## config.mk

```make
export PLATFORM = sky130hd
export DESIGN_NAME = spi_peripheral_sync
export DESIGN_NICKNAME = d
export VERILOG_FILES = /design/src/rtl/spi_peripheral_sync.sv
export SDC_FILE = /design/constraint.sdc
export NUM_CORES = 1
export LEC_CHECK = 0
export CORE_MARGIN = 1
export CORE_UTILIZATION = 48
export DETAILED_ROUTE_END_ITERATION = 7
export GPL_TIMING_DRIVEN = 0
export PLACE_DENSITY = 0.74
export SLEW_MARGIN = 20
export SYNTH_ARGS = -nofsm -noshare
export SYNTH_HDL_FRONTEND = slang
export SYNTH_SLANG_ARGS = --single-unit
```

## constraint.sdc

```tcl
create_clock -name i_clk -period 1.6 [get_ports i_clk]
set_input_delay 0.24 -clock i_clk [delete_from_list [all_inputs] [get_ports i_clk]]
set_output_delay 0.24 -clock i_clk [all_outputs]
set_load 0.03 [all_outputs]
```

## src/rtl/spi_peripheral_sync.sv

```systemverilog
// SPI peripheral clocked entirely by i_clk: oversampled SCLK/CS_N/COPI, all four
// SPI modes, back-to-back words per chip-select window, ready/valid TX holding register.
module spi_peripheral_sync #(
    parameter int WIDTH       = 8,
    parameter bit CPOL        = 1'b0,
    parameter bit CPHA        = 1'b0,
    parameter int SYNC_STAGES = 2
) (
    input  logic             i_clk,
    input  logic             i_reset,
    output logic [WIDTH-1:0] o_rx_data,
    output logic             o_rx_dv,
    input  logic [WIDTH-1:0] i_tx_data,
    input  logic             i_tx_dv,
    output logic             o_tx_ready,
    output logic             o_tx_underrun,
    output logic             o_busy,
    input  logic             i_spi_clk,
    input  logic             i_spi_copi,
    input  logic             i_spi_cs_n,
    output logic             o_spi_cipo,
    output logic             o_spi_cipo_oe
);

    localparam int CW = $clog2(WIDTH);

    logic [SYNC_STAGES-1:0] sclk_sync_q, cs_sync_q, copi_sync_q;
    logic                   sclk_prev_q, cs_prev_q;

    logic [CW-1:0]    cnt_q, cnt_d;
    logic [WIDTH-1:0] rx_sh_q, rx_sh_d, rx_data_q, rx_data_d;
    logic [WIDTH-1:0] hold_q, hold_d, tx_sh_q, tx_sh_d, load_word;
    logic             rx_dv_q, rx_dv_d, ready_q, ready_d, underrun_q, underrun_d;
    logic             cipo_q, cipo_d, busy_q, busy_d, word_end_q, word_end_d;

    logic sclk_s, cs_s, copi_s, cs_active, cs_fall;
    logic lead_edge, trail_edge, sample_edge, shift_edge, last_bit, word_start;

    // Reset values match the idle bus so leaving reset never looks like an edge.
    always_ff @(posedge i_clk or posedge i_reset) begin
        if (i_reset) begin
            sclk_sync_q <= {SYNC_STAGES{CPOL}};
            cs_sync_q   <= '1;
            copi_sync_q <= '0;
            sclk_prev_q <= CPOL;
            cs_prev_q   <= 1'b1;
        end else begin
            sclk_sync_q <= {sclk_sync_q[SYNC_STAGES-2:0], i_spi_clk};
            cs_sync_q   <= {cs_sync_q[SYNC_STAGES-2:0], i_spi_cs_n};
            copi_sync_q <= {copi_sync_q[SYNC_STAGES-2:0], i_spi_copi};
            sclk_prev_q <= sclk_s;
            cs_prev_q   <= cs_s;
        end
    end

    assign sclk_s      = sclk_sync_q[SYNC_STAGES-1];
    assign cs_s        = cs_sync_q[SYNC_STAGES-1];
    assign copi_s      = copi_sync_q[SYNC_STAGES-1];
    assign cs_active   = ~cs_s;
    assign cs_fall     = cs_prev_q & ~cs_s;
    assign lead_edge   = cs_active && (sclk_prev_q == CPOL) && (sclk_s != CPOL);
    assign trail_edge  = cs_active && (sclk_prev_q != CPOL) && (sclk_s == CPOL);
    assign sample_edge = CPHA ? trail_edge : lead_edge;
    assign shift_edge  = CPHA ? lead_edge : trail_edge;
    assign last_bit    = sample_edge && (cnt_q == CW'(WIDTH - 1));
    // Mode CPHA=0 reloads on the shift edge after a full word, CPHA=1 on the last sample.
    assign word_start  = cs_fall || (CPHA ? last_bit : (shift_edge && word_end_q));

    always_comb begin
        cnt_d      = cnt_q;
        rx_sh_d    = rx_sh_q;
        rx_data_d  = rx_data_q;
        rx_dv_d    = 1'b0;
        hold_d     = hold_q;
        ready_d    = ready_q;
        tx_sh_d    = tx_sh_q;
        cipo_d     = cipo_q;
        underrun_d = 1'b0;
        busy_d     = cs_active;
        word_end_d = word_end_q;
        load_word  = ready_q ? '0 : hold_q;

        if (!cs_active) begin
            cnt_d      = '0;
            rx_sh_d    = '0;
            tx_sh_d    = '0;
            cipo_d     = 1'b0;
            word_end_d = 1'b0;
        end else begin
            if (sample_edge) begin
                rx_sh_d = {rx_sh_q[WIDTH-2:0], copi_s};
                if (last_bit) begin
                    cnt_d      = '0;
                    rx_data_d  = rx_sh_d;
                    rx_dv_d    = 1'b1;
                    word_end_d = !CPHA;
                end else begin
                    cnt_d = cnt_q + CW'(1);
                end
            end
            if (shift_edge) begin
                word_end_d = 1'b0;
                if (!word_start) begin
                    cipo_d  = tx_sh_q[WIDTH-1];
                    tx_sh_d = {tx_sh_q[WIDTH-2:0], 1'b0};
                end
            end
            if (word_start) begin
                underrun_d = ready_q;
                ready_d    = 1'b1;
                if (CPHA) begin
                    tx_sh_d = load_word;
                end else begin
                    cipo_d  = load_word[WIDTH-1];
                    tx_sh_d = {load_word[WIDTH-2:0], 1'b0};
                end
            end
        end

        // The register frees up during a load, so a write in that cycle is taken.
        if (i_tx_dv && (ready_q || (cs_active && word_start))) begin
            hold_d  = i_tx_data;
            ready_d = 1'b0;
        end
    end

    always_ff @(posedge i_clk or posedge i_reset) begin
        if (i_reset) begin
            cnt_q      <= '0;
            rx_sh_q    <= '0;
            rx_data_q  <= '0;
            rx_dv_q    <= 1'b0;
            hold_q     <= '0;
            ready_q    <= 1'b1;
            tx_sh_q    <= '0;
            cipo_q     <= 1'b0;
            underrun_q <= 1'b0;
            busy_q     <= 1'b0;
            word_end_q <= 1'b0;
        end else begin
            cnt_q      <= cnt_d;
            rx_sh_q    <= rx_sh_d;
            rx_data_q  <= rx_data_d;
            rx_dv_q    <= rx_dv_d;
            hold_q     <= hold_d;
            ready_q    <= ready_d;
            tx_sh_q    <= tx_sh_d;
            cipo_q     <= cipo_d;
            underrun_q <= underrun_d;
            busy_q     <= busy_d;
            word_end_q <= word_end_d;
        end
    end

    assign o_rx_data     = rx_data_q;
    assign o_rx_dv       = rx_dv_q;
    assign o_tx_ready    = ready_q;
    assign o_tx_underrun = underrun_q;
    assign o_busy        = busy_q;
    assign o_spi_cipo    = cipo_q;
    assign o_spi_cipo_oe = busy_q;

endmodule

```

# --- Yosys cells after proc, flatten, opt, wreduce, memory -nomap -nowiden ---
# Cells that the tools add are included.
word_totals:
  ff_bits: 48
  inputBits: 14
  wordCells: 65
op_classes:
  addsub: 1
  eq_ne: 2
  muxes: 24
  n_bitwise: 4
  n_reduce_logical: 18
op_table:
  columns: ["cell", "n"]
  rows:
  - ["$mux W8", 4]
  - ["$mux W1", 15]
  - ["$mux W7", 2]
  - ["$mux W3", 3]
  - ["$reduce_bool A3 Y1", 3]
  - ["$logic_and A1 B1 Y1", 8]
  - ["$reduce_and A2 Y1", 2]
  - ["$reduce_bool A2 Y1", 2]
  - ["$add A3 B1 Y3 const B", 1]
  - ["$eq A3 B3 Y1 const B", 1]
  - ["$not A1 Y1", 3]
  - ["$reduce_and A3 Y1", 1]
  - ["$logic_or A1 B1 Y1", 2]
  - ["$ne A2 B1 Y1 const B", 1]
  - ["$and A1 B1 Y1", 1]

# --- Longest topological paths before layout ---
# Gate-level depths: netlist (run 1).
depth:
  word_depth: 10
  mapped_depth: 5
  ltp_nobuf: 4

# --- Worst setup path after synthesis (run 1) ---
# No wires, ideal clock.
synth_path:
  kind: "reg-to-reg"
  startpoint: "reg sclk_prev_q"
  endpoint: "reg hold_q[0]"
  setup_time_ns: 0.125
  arrival_time_ns: 1.417
  t_required_ns: 1.475
  setup_slack_ns: 0.058
  stages_incl_launch_ff: 5
  n_path_buf: 1
  path_cell_list: "dfrtp_1 and3b_1 buf_6 o311ai_4 mux2_2"
synth_via:
  elab_chain_cells: 7
synth_lines:
  columns: ["item", "line_no", "text"]
  rows:
  - ["start: declaration", "28", "logic sclk_prev_q, cs_prev_q;"]
  - ["start signal: assignment", "51", "sclk_prev_q <= sclk_s;"]
  - ["$logic_and A1 B1 Y1 (2 in a row)", "62", "assign trail_edge = cs_active && (sclk_prev_q != CPOL) && (sclk_s == CPOL);"]
  - ["$logic_and A1 B1 Y1", "67", "assign word_start = cs_fall || (CPHA ? last_bit : (shift_edge && word_end_q));"]
  - ["$logic_or A1 B1 Y1", "67", null]
  - ["$logic_and A1 B1 Y1", "121", "if (i_tx_dv && (ready_q || (cs_active && word_start))) begin"]
  - ["$logic_or A1 B1 Y1", "121", null]
  - ["$logic_and A1 B1 Y1", "121", null]
  - ["end signal: assignment", "145", "hold_q <= hold_d;"]
  - ["end: declaration", "32", "logic [WIDTH-1:0] hold_q, hold_d, tx_sh_q, tx_sh_d, load_word;"]
# No other way between the ends.
# A chain may end at the register's enable or synchronous reset.

# --- Worst setup path in the final report (run 1) ---
layout_path:
  startpoint: "reg ready_q (netlist: o_tx_ready)"
  endpoint: "out o_tx_ready"
layout_rtl:
  columns: ["item", "line_no", "text"]
  rows:
  - ["start: declaration", "33", "logic rx_dv_q, rx_dv_d, ready_q, ready_d, underrun_q, underrun_d;"]
  - ["start signal: assignment", "146", "ready_q <= ready_d;"]
  - ["end: declaration", "15", "output logic o_tx_ready,"]
# No word-level cell between the ends.

==> out/qor.csv, run 1 <==
stage;metric;value;unit
outcome;status;completed;
logic_synthesis;yosys warns;0;
placement;Inst Count DP;242;
worst_setup_path;CP peak stage delay;600;ps
worst_setup_path;CP Cell Sequence;dlygate4sd2_1;
die;Die Span X;66.4;um
worst_setup_path;WP buf/inv;1;
pwr;PD cells;1020;nW/um^2
logic_synthesis;Yosys reg bits;47;
worst_setup_path;worst path required time;1360;ps
die;placeable core region;4000;sq um
sta;Tcrit/Tclk final;97.4;%
drt;vias per cell;5.63;
final_layout;area growth from synthesis to layout;30.0;%
placement;dpl ws;-123;ps
drt;Routed wire per std cell;16.0;um
die;Initial Util;49.7;%
die;Site Rows;23;
sta;Rel. slew slack;65.5;%
die;die height;66.4;um
worst_setup_path;Startpoint Class;register;
grt;vias in the first global route;1451;
cts;clk_lat worst skew;300;ps
logic_synthesis;Synth Net Count;180;
worst_setup_path;Critical Path AT;1320;ps
pwr;Peak VDD IR;783;uV
grt;first-pass GRT wire length;6980;um
final_layout;storage element area;1180;sq um
worst_setup_path;Worst path slowest cell;dfstp_2;
pwr;switching power;0.000577;W
grt;antenna violations before repair;0;
pwr;Switching Fraction;21.9;%
final_layout;Final nets;219;
placement;GP Congestion;0.875;
pwr;power share of the clock group;38.3;%
min_path;HP Class;input pin to asynchronous set/reset pin;
drt;DR iter-0 viols;73;
placement;I/O Buffers;27;
cts;CTS Buf Count;5;
pwr;combinational power share;11.3;%
grt;largest net degree at the start of global routing;26;
pwr;sequential group share of total power;50.3;%
worst_setup_path;Crit. End Element;primary output;
worst_setup_path;R2R depth;4;
placement;DP HPWL;2760;um
drt;DRC errors left;0;
grt;aggregate global-route resource usage;21.5;%
drt;antenna-violating nets left;0;
worst_setup_path;CP max FO;6;
die;IO Pins;28;
logic_synthesis;instance count of the mapped netlist;164;
cts;Clock Sinks;47;
drt;router iterations before antenna repair;5;
worst_setup_path;RR Endpoint;hold_q[3];
drt;routed vias;1430;
final_layout;area of the multi-input gates;767;sq um
worst_setup_path;R2R Setup Slk;50;ps
sta;Slew Viols, Final;0;
grt;GR Overflow Total;0;
logic_synthesis;register area share after synthesis;59.4;%
sta;skew final;9.05;ps
flow_run;max-cap violations;0;
final_layout;ant diodes;0;
sta;Highest Clock Rate;641;MHz
worst_setup_path;Setup CP Type;register to primary output;
worst_setup_path;Top Family by Delay on Critical Path;flip-flops;
sta;setup violators final;0;
sta;Worst-Margin Slew;516;ps
cts;CTS tree;done;
die;die area;4410;sq um
pwr;cell internal pwr;0.00205;W
sta;hold slack final;288;ps
logic_synthesis;area of the mapped netlist;1990;sq um
sta;final hold violation count;0;
final_layout;final instance area;2590;sq um
drt;overall routed net length;4070;um
cts;H-tree depth;2;
cts;root cell of the clock tree;clkbuf_8;
pwr;Pleak;1.22;nW
sta;Worst Slack Setup Final;40.9;ps
cts;CTS Buffer Depth;2;
final_layout;Finished Layout Cells;254;
final_layout;FILL cells;308;
logic_synthesis;post-synth cell types;29;
final_layout;share of post-route cells with drive strength above 1;23.0;%
cts;Worst-path clk slew;90;ps
sta;crit path time final;1560;ps
worst_setup_path;RR Startpoint;sclk_sync_q[1];
placement;dpl cell area;2350;sq um
logic_synthesis;mean post-synth cell area;12.1;sq um
==> cell type report <==
class / instances / share of cell area, %
inverters: 4 / 0.581
well taps: 50 / 2.42
repair buffers: 35 / 14.4
clock buffers: 6 / 2.81
plain buffers: 10 / 2.13
flip-flops and latches: 47 / 45.7
multi-input cells: 100 / 29.7
clock inverters: 2 / 2.32
==> layout by cell type (no fill, tap or decap), types with 2 or more instances in the layout <==
master and n:
inv_1 3, dfrtp_1 43, buf_4 9, clkdlybuf4s50_1 20, nand3_1 8, bufinv_16 2, clkbuf_1 3, o2111ai_1 7
clkbuf_2 5, dfstp_2 4, nand2_1 18, nor2_1 3, mux2_2 8, nand2b_1 9, dlymetal6s2s_1 5, o211ai_1 7
mux2_4 8, a21oi_1 10, dlygate4sd2_1 2, clkbuf_8 5, a2111o_1 7
==> flip-flops by register name, summed over array words and instances, names as in the netlist, 2 cells and up <==
name         count
copi_sync_q      2
o_rx_data        8
cnt_q            3
sclk_sync_q      2
rx_sh_q          7
hold_q           8
tx_sh_q          7
cs_sync_q        2
==> cell usage after synthesis, drive strengths merged <==
cell     instances  share of area (%)
a22oi            1               0.38
ha               2                1.3
inv              4               0.75
nand3b           1               0.38
o41ai            1               0.44
dfrtp           43                 54
o2111ai          7                3.1
nor3             1               0.25
o31ai            1               0.38
a2111o           7                4.0
nor2b            1               0.31
nand3            8                2.0
nor2             4               0.75
and3             1               0.31
or3              1               0.31
nand2           18                3.4
mux2            16                9.1
or2b             1               0.38
a21oi           10                2.5
o211ai           7                2.6
and2b            1               0.38
buf              3                1.2
o311ai           1                1.3
dfstp            4                5.3
and3b            1               0.44
clkbuf          10                1.9
nand2b           9                2.8
==> worst max path at each step <==
stage | from | endpoint | slack (ps) | cells after the start
after floorplan | sclk_prev_q | hold_q[0] | 60 | 4
final | o_tx_ready | o_tx_ready | 40 | 1
after CTS | sclk_sync_q[1] | hold_q[3] | 10 | 5
after detailed placement | cs_prev_q | tx_sh_q[7] | -120 | 4
after global routing | sclk_sync_q[1] | tx_sh_q[2] | -10 | 5
after global placement | i_reset | o_rx_dv | -520 | 2
==> what timing repair did <==
action | in CTS | in global routing
resized for setup | 13 | 18
pin swaps | 1 | 1
hold buffers | 0 | 0
setup endpoints to repair | 24 | 38
buffers inserted | 5 | 2
endpoints found under the hold margin | 0 | 0
cloned | 0 | 0
==> power by group through the flow <==
stage / Combinational, W / Sequential, W / Clock, W
after CTS: 0.000294 / 0.00132 / 0.00102
after global routing: 0.000325 / 0.00134 / 0.00107
after floorplan: 0.000155 / 0.00134 / 0
final: 0.000298 / 0.00132 / 0.00101
after detailed placement: 0.000257 / 0.00134 / 0
after global placement: 0.000237 / 0.00134 / 0
==> layer usage <==
metal / vias to the layer above / wire (um) / track usage, %
met5: - / 0 / 0
met4: 0 / 76 / 8.78
met3: 9 / 175 / 5.17
met2: 39 / 2040 / 34.8
met1: 716 / 1780 / 27.5
li1: 666 / - / -
==> logic make-up after synthesis <==
logic type | Yosys count | synth area share (%)
adder cells (fa/ha/maj) | 2 | 1.26
buffers and inverters | 17 | 3.84
AND/OR/NAND/NOR | 47 | 11.8
flip-flops | 47 | 59.4
AO/OA/AOI/OAI | 35 | 14.7
multiplexers | 16 | 9.06
==> per-stage QoR <==
stage	power [W]	setup TNS [ps]	utilization (%)
4_1_cts	0.00264	0	64.0
2_1_floorplan	0.00149	0	-
3_3_place_gp	0.00157	-23480	58.1
3_5_place_dp	0.00160	-1160	58.7
5_1_grt	0.00273	-24.3	64.7
6_report	0.00263	0	64.7
Power figures use the tool's default switching activity.
==> run 2: changes to the inputs <==
CORE_UTILIZATION = 50   (was 48)
CTS_BUF_LIST = sky130_fd_sc_hd__clkbuf_8   (was unset)
PLACE_DENSITY = 0.77   (was 0.74)
==> run 2 against run 1 <==
Effect of this change:
- worst setup slack gained 5.9 ps
- largest cell class unchanged
- critical path type is now register to register
- clock skew decreased by 2.5 ps
- power shrank 13%
- combinational power about the same
- clock-buffer cell count fell by 1
- largest power group unchanged
- via count is 1.5% lower
- flip-flop and latch count stayed put
- hold slack got worse by 8.0 ps
- global-route usage shrank 0.67 points
- sequential share of layout area increased by 1.3 points
- first-iteration DRC count decreased by 23%
==> out/qor.csv, run 2 (synthesis results as in run 1) <==
stage;metric;value;unit;change
min_path;HP Class;input pin to asynchronous set/reset pin;;unchanged
sta;skew final;6.52;ps;was 9.05 ps
sta;Worst-Margin Slew;598;ps;was 516 ps
final_layout;FILL cells;292;;was 308
worst_setup_path;Startpoint Class;register;;unchanged
worst_setup_path;R2R Setup Slk;50;ps;about the same
grt;antenna violations before repair;0;;unchanged
worst_setup_path;crit path launch;sclk_sync_q[1];;was o_tx_ready
final_layout;utilization after layout;67.2;%;was 64.7%
drt;vias per cell;5.61;;was 5.63
placement;DP HPWL;2660;um;was 2760 um
drt;DRC errors left;0;;unchanged
sta;setup_tns;0;ps;unchanged
die;Die Span X;65.1;um;was 66.4 um
sta;final hold violation count;0;;unchanged
worst_setup_path;worst path required time;1780;ps;was 1360 ps
drt;overall routed net length;3830;um;was 4070 um
cts;CTS Buf Count;5;;unchanged
cts;Clock Sinks;47;;unchanged
final_layout;share of post-route cells with drive strength above 1;21.2;%;was 23.0%
cts;root cell of the clock tree;clkbuf_8;;unchanged
pwr;PD cells;913;nW/um^2;was 1020 nW/um^2
sta;RSZ-0062 raised after global routing;no;;
sta;Rel. slew slack;60.0;%;was 65.5%
worst_setup_path;Top Family by Delay on Critical Path;flip-flops;;unchanged
drt;routed vias;1409;;was 1,430
cts;H-tree depth;2;;unchanged
placement;Inst Count DP;240;;was 242
grt;first-pass GRT wire length;6620;um;was 6980 um
outcome;status;completed;;unchanged
cts;clk_lat worst skew;290;ps;was 300 ps
grt;vias in the first global route;1433;;was 1,451
final_layout;commonest non-fill, non-tap cell in the layout;dfrtp_1;;unchanged
pwr;Peak VDD IR;685;uV;was 783 uV
die;Site Rows;22;;was 23
sta;Highest Clock Rate;644;MHz;was 641 MHz
final_layout;ant diodes;0;;unchanged
final_layout;Final nets;218;;was 219
worst_setup_path;CP Cell Sequence;and3b_1 -> o311ai_4 -> buf_12 -> mux2_4;;was dlygate4sd2_1
worst_setup_path;CP max FO;8;;was 6
die;Initial Util;53.1;%;was 49.7%
worst_setup_path;CP peak stage delay;390;ps;was 600 ps
placement;GP Congestion;0.821;;was 0.875
worst_setup_path;Crit. End Element;register;;was primary output
cts;Worst-path clk slew;90;ps;about the same
worst_setup_path;RR Startpoint;sclk_sync_q[1];;unchanged
grt;GR Overflow Total;0;;unchanged
worst_setup_path;Critical Path AT;1730;ps;was 1320 ps
final_layout;area growth from synthesis to layout;26.4;%;was 30.0%
final_layout;most frequent cells in the layout;43 x dfrtp_1, 20 x clkdlybuf4s50_1, 18 x nand2_1;;unchanged
drt;DR iter-0 viols;56;;was 73
drt;Routed wire per std cell;15.3;um;was 16.0 um
grt;aggregate global-route resource usage;20.8;%;was 21.5%
drt;router iterations before antenna repair;4;;was 5
worst_setup_path;WP buf/inv;1;;unchanged
sta;Slew Viols, Final;0;;unchanged
die;IO Pins;28;;unchanged
pwr;Pleak;1.18;nW;was 1.22 nW
flow_run;max-cap violations;0;;unchanged
cts;CTS Buffer Depth;2;;unchanged
cts;CTS tree;done;;unchanged
drt;antenna-violating nets left;0;;unchanged
worst_setup_path;Worst path slowest cell;dfrtp_1;;was dfstp_2
die;die area;4230;sq um;was 4410 sq um
placement;I/O Buffers;27;;unchanged
sta;Tcrit/Tclk final;97.1;%;was 97.4%
grt;largest net degree at the start of global routing;27;;was 26
final_layout;Finished Layout Cells;251;;was 254
sta;setup violators final;0;;unchanged
sta;crit path time final;1550;ps;was 1560 ps
die;die height;65.1;um;was 66.4 um
die;placeable core region;3740;sq um;was 4000 sq um
worst_setup_path;Setup CP Type;register to register;;was register to primary output
==> run 2: final cells by class <==
type	count	area [sq um]	area share, %
inverter	4	15.0	0.597
tap	48	60.1	2.39
sequential	47	1180	47.0
timing repair buffer	33	352	14.0
multi-input combinational	100	764	30.4
clock buffer	5	68.8	2.74
clock inverter	3	16.3	0.647
buffer	11	57.6	2.29
==> run 2: final timing paths <==
| kind | end | cells after the start |
|---|---|---|
| hold reg to reg | copi_sync_q[1] | 0 |
| setup reg to reg | hold_q[2] | 4 |
| setup / recovery | hold_q[2] | 4 |
| min in group i_clk | cs_sync_q[0] | 1 |
| max in group asynchronous | cnt_q[0] | 3 |
| hold / removal | tx_sh_q[4] | 2 |
==> run 2: repair_timing <==
item / 4_1_cts / 5_1_grt
hold buffers: 0 / 0
resized for setup: 13 / 16
pin swaps: 1 / 1
gates cloned: 0 / 0
setup endpoints to repair: 20 / 40
setup buffers: 5 / 0
==> run 2: report_power, final <==
group | total [W] | internal (W) | switching [W] | leakage (nW)
registers | 0.00132 | 0.00127 | 0.0000535 | 0.607
logic | 0.000297 | 0.000156 | 0.000141 | 0.526
clock network | 0.000677 | 0.000299 | 0.000378 | 0.0453
==> run 2: per-stage QoR <==
stage	hold WS [ps]	setup slack, ps	area (sq um)	total power [W]
after CTS	291	-6.33	2500	0.00231
after global placement	337	-591	2320	0.00157
final	280	46.8	2510	0.00230
after detailed placement	335	-127	2340	0.00160
after floorplan	244	57.9	1990	0.00149
after global routing	327	0.123	2510	0.00240
==> run 2: worst register-to-register path, stage by stage, from the launching register on <==
cell and delay, ps:
dfrtp_1 390, and3b_1 280, o311ai_4 280, buf_12 180, mux2_4 310
==> run 2: layer usage <==
layer | routed length (um) | up-vias | global-route usage, %
li1 | - | 665 | -
met1 | 1750 | 701 | 28.8
met2 | 1880 | 36 | 31.8
met3 | 156 | 7 | 5.81
met4 | 50 | 0 | 6.79
met5 | 0 | - | 0
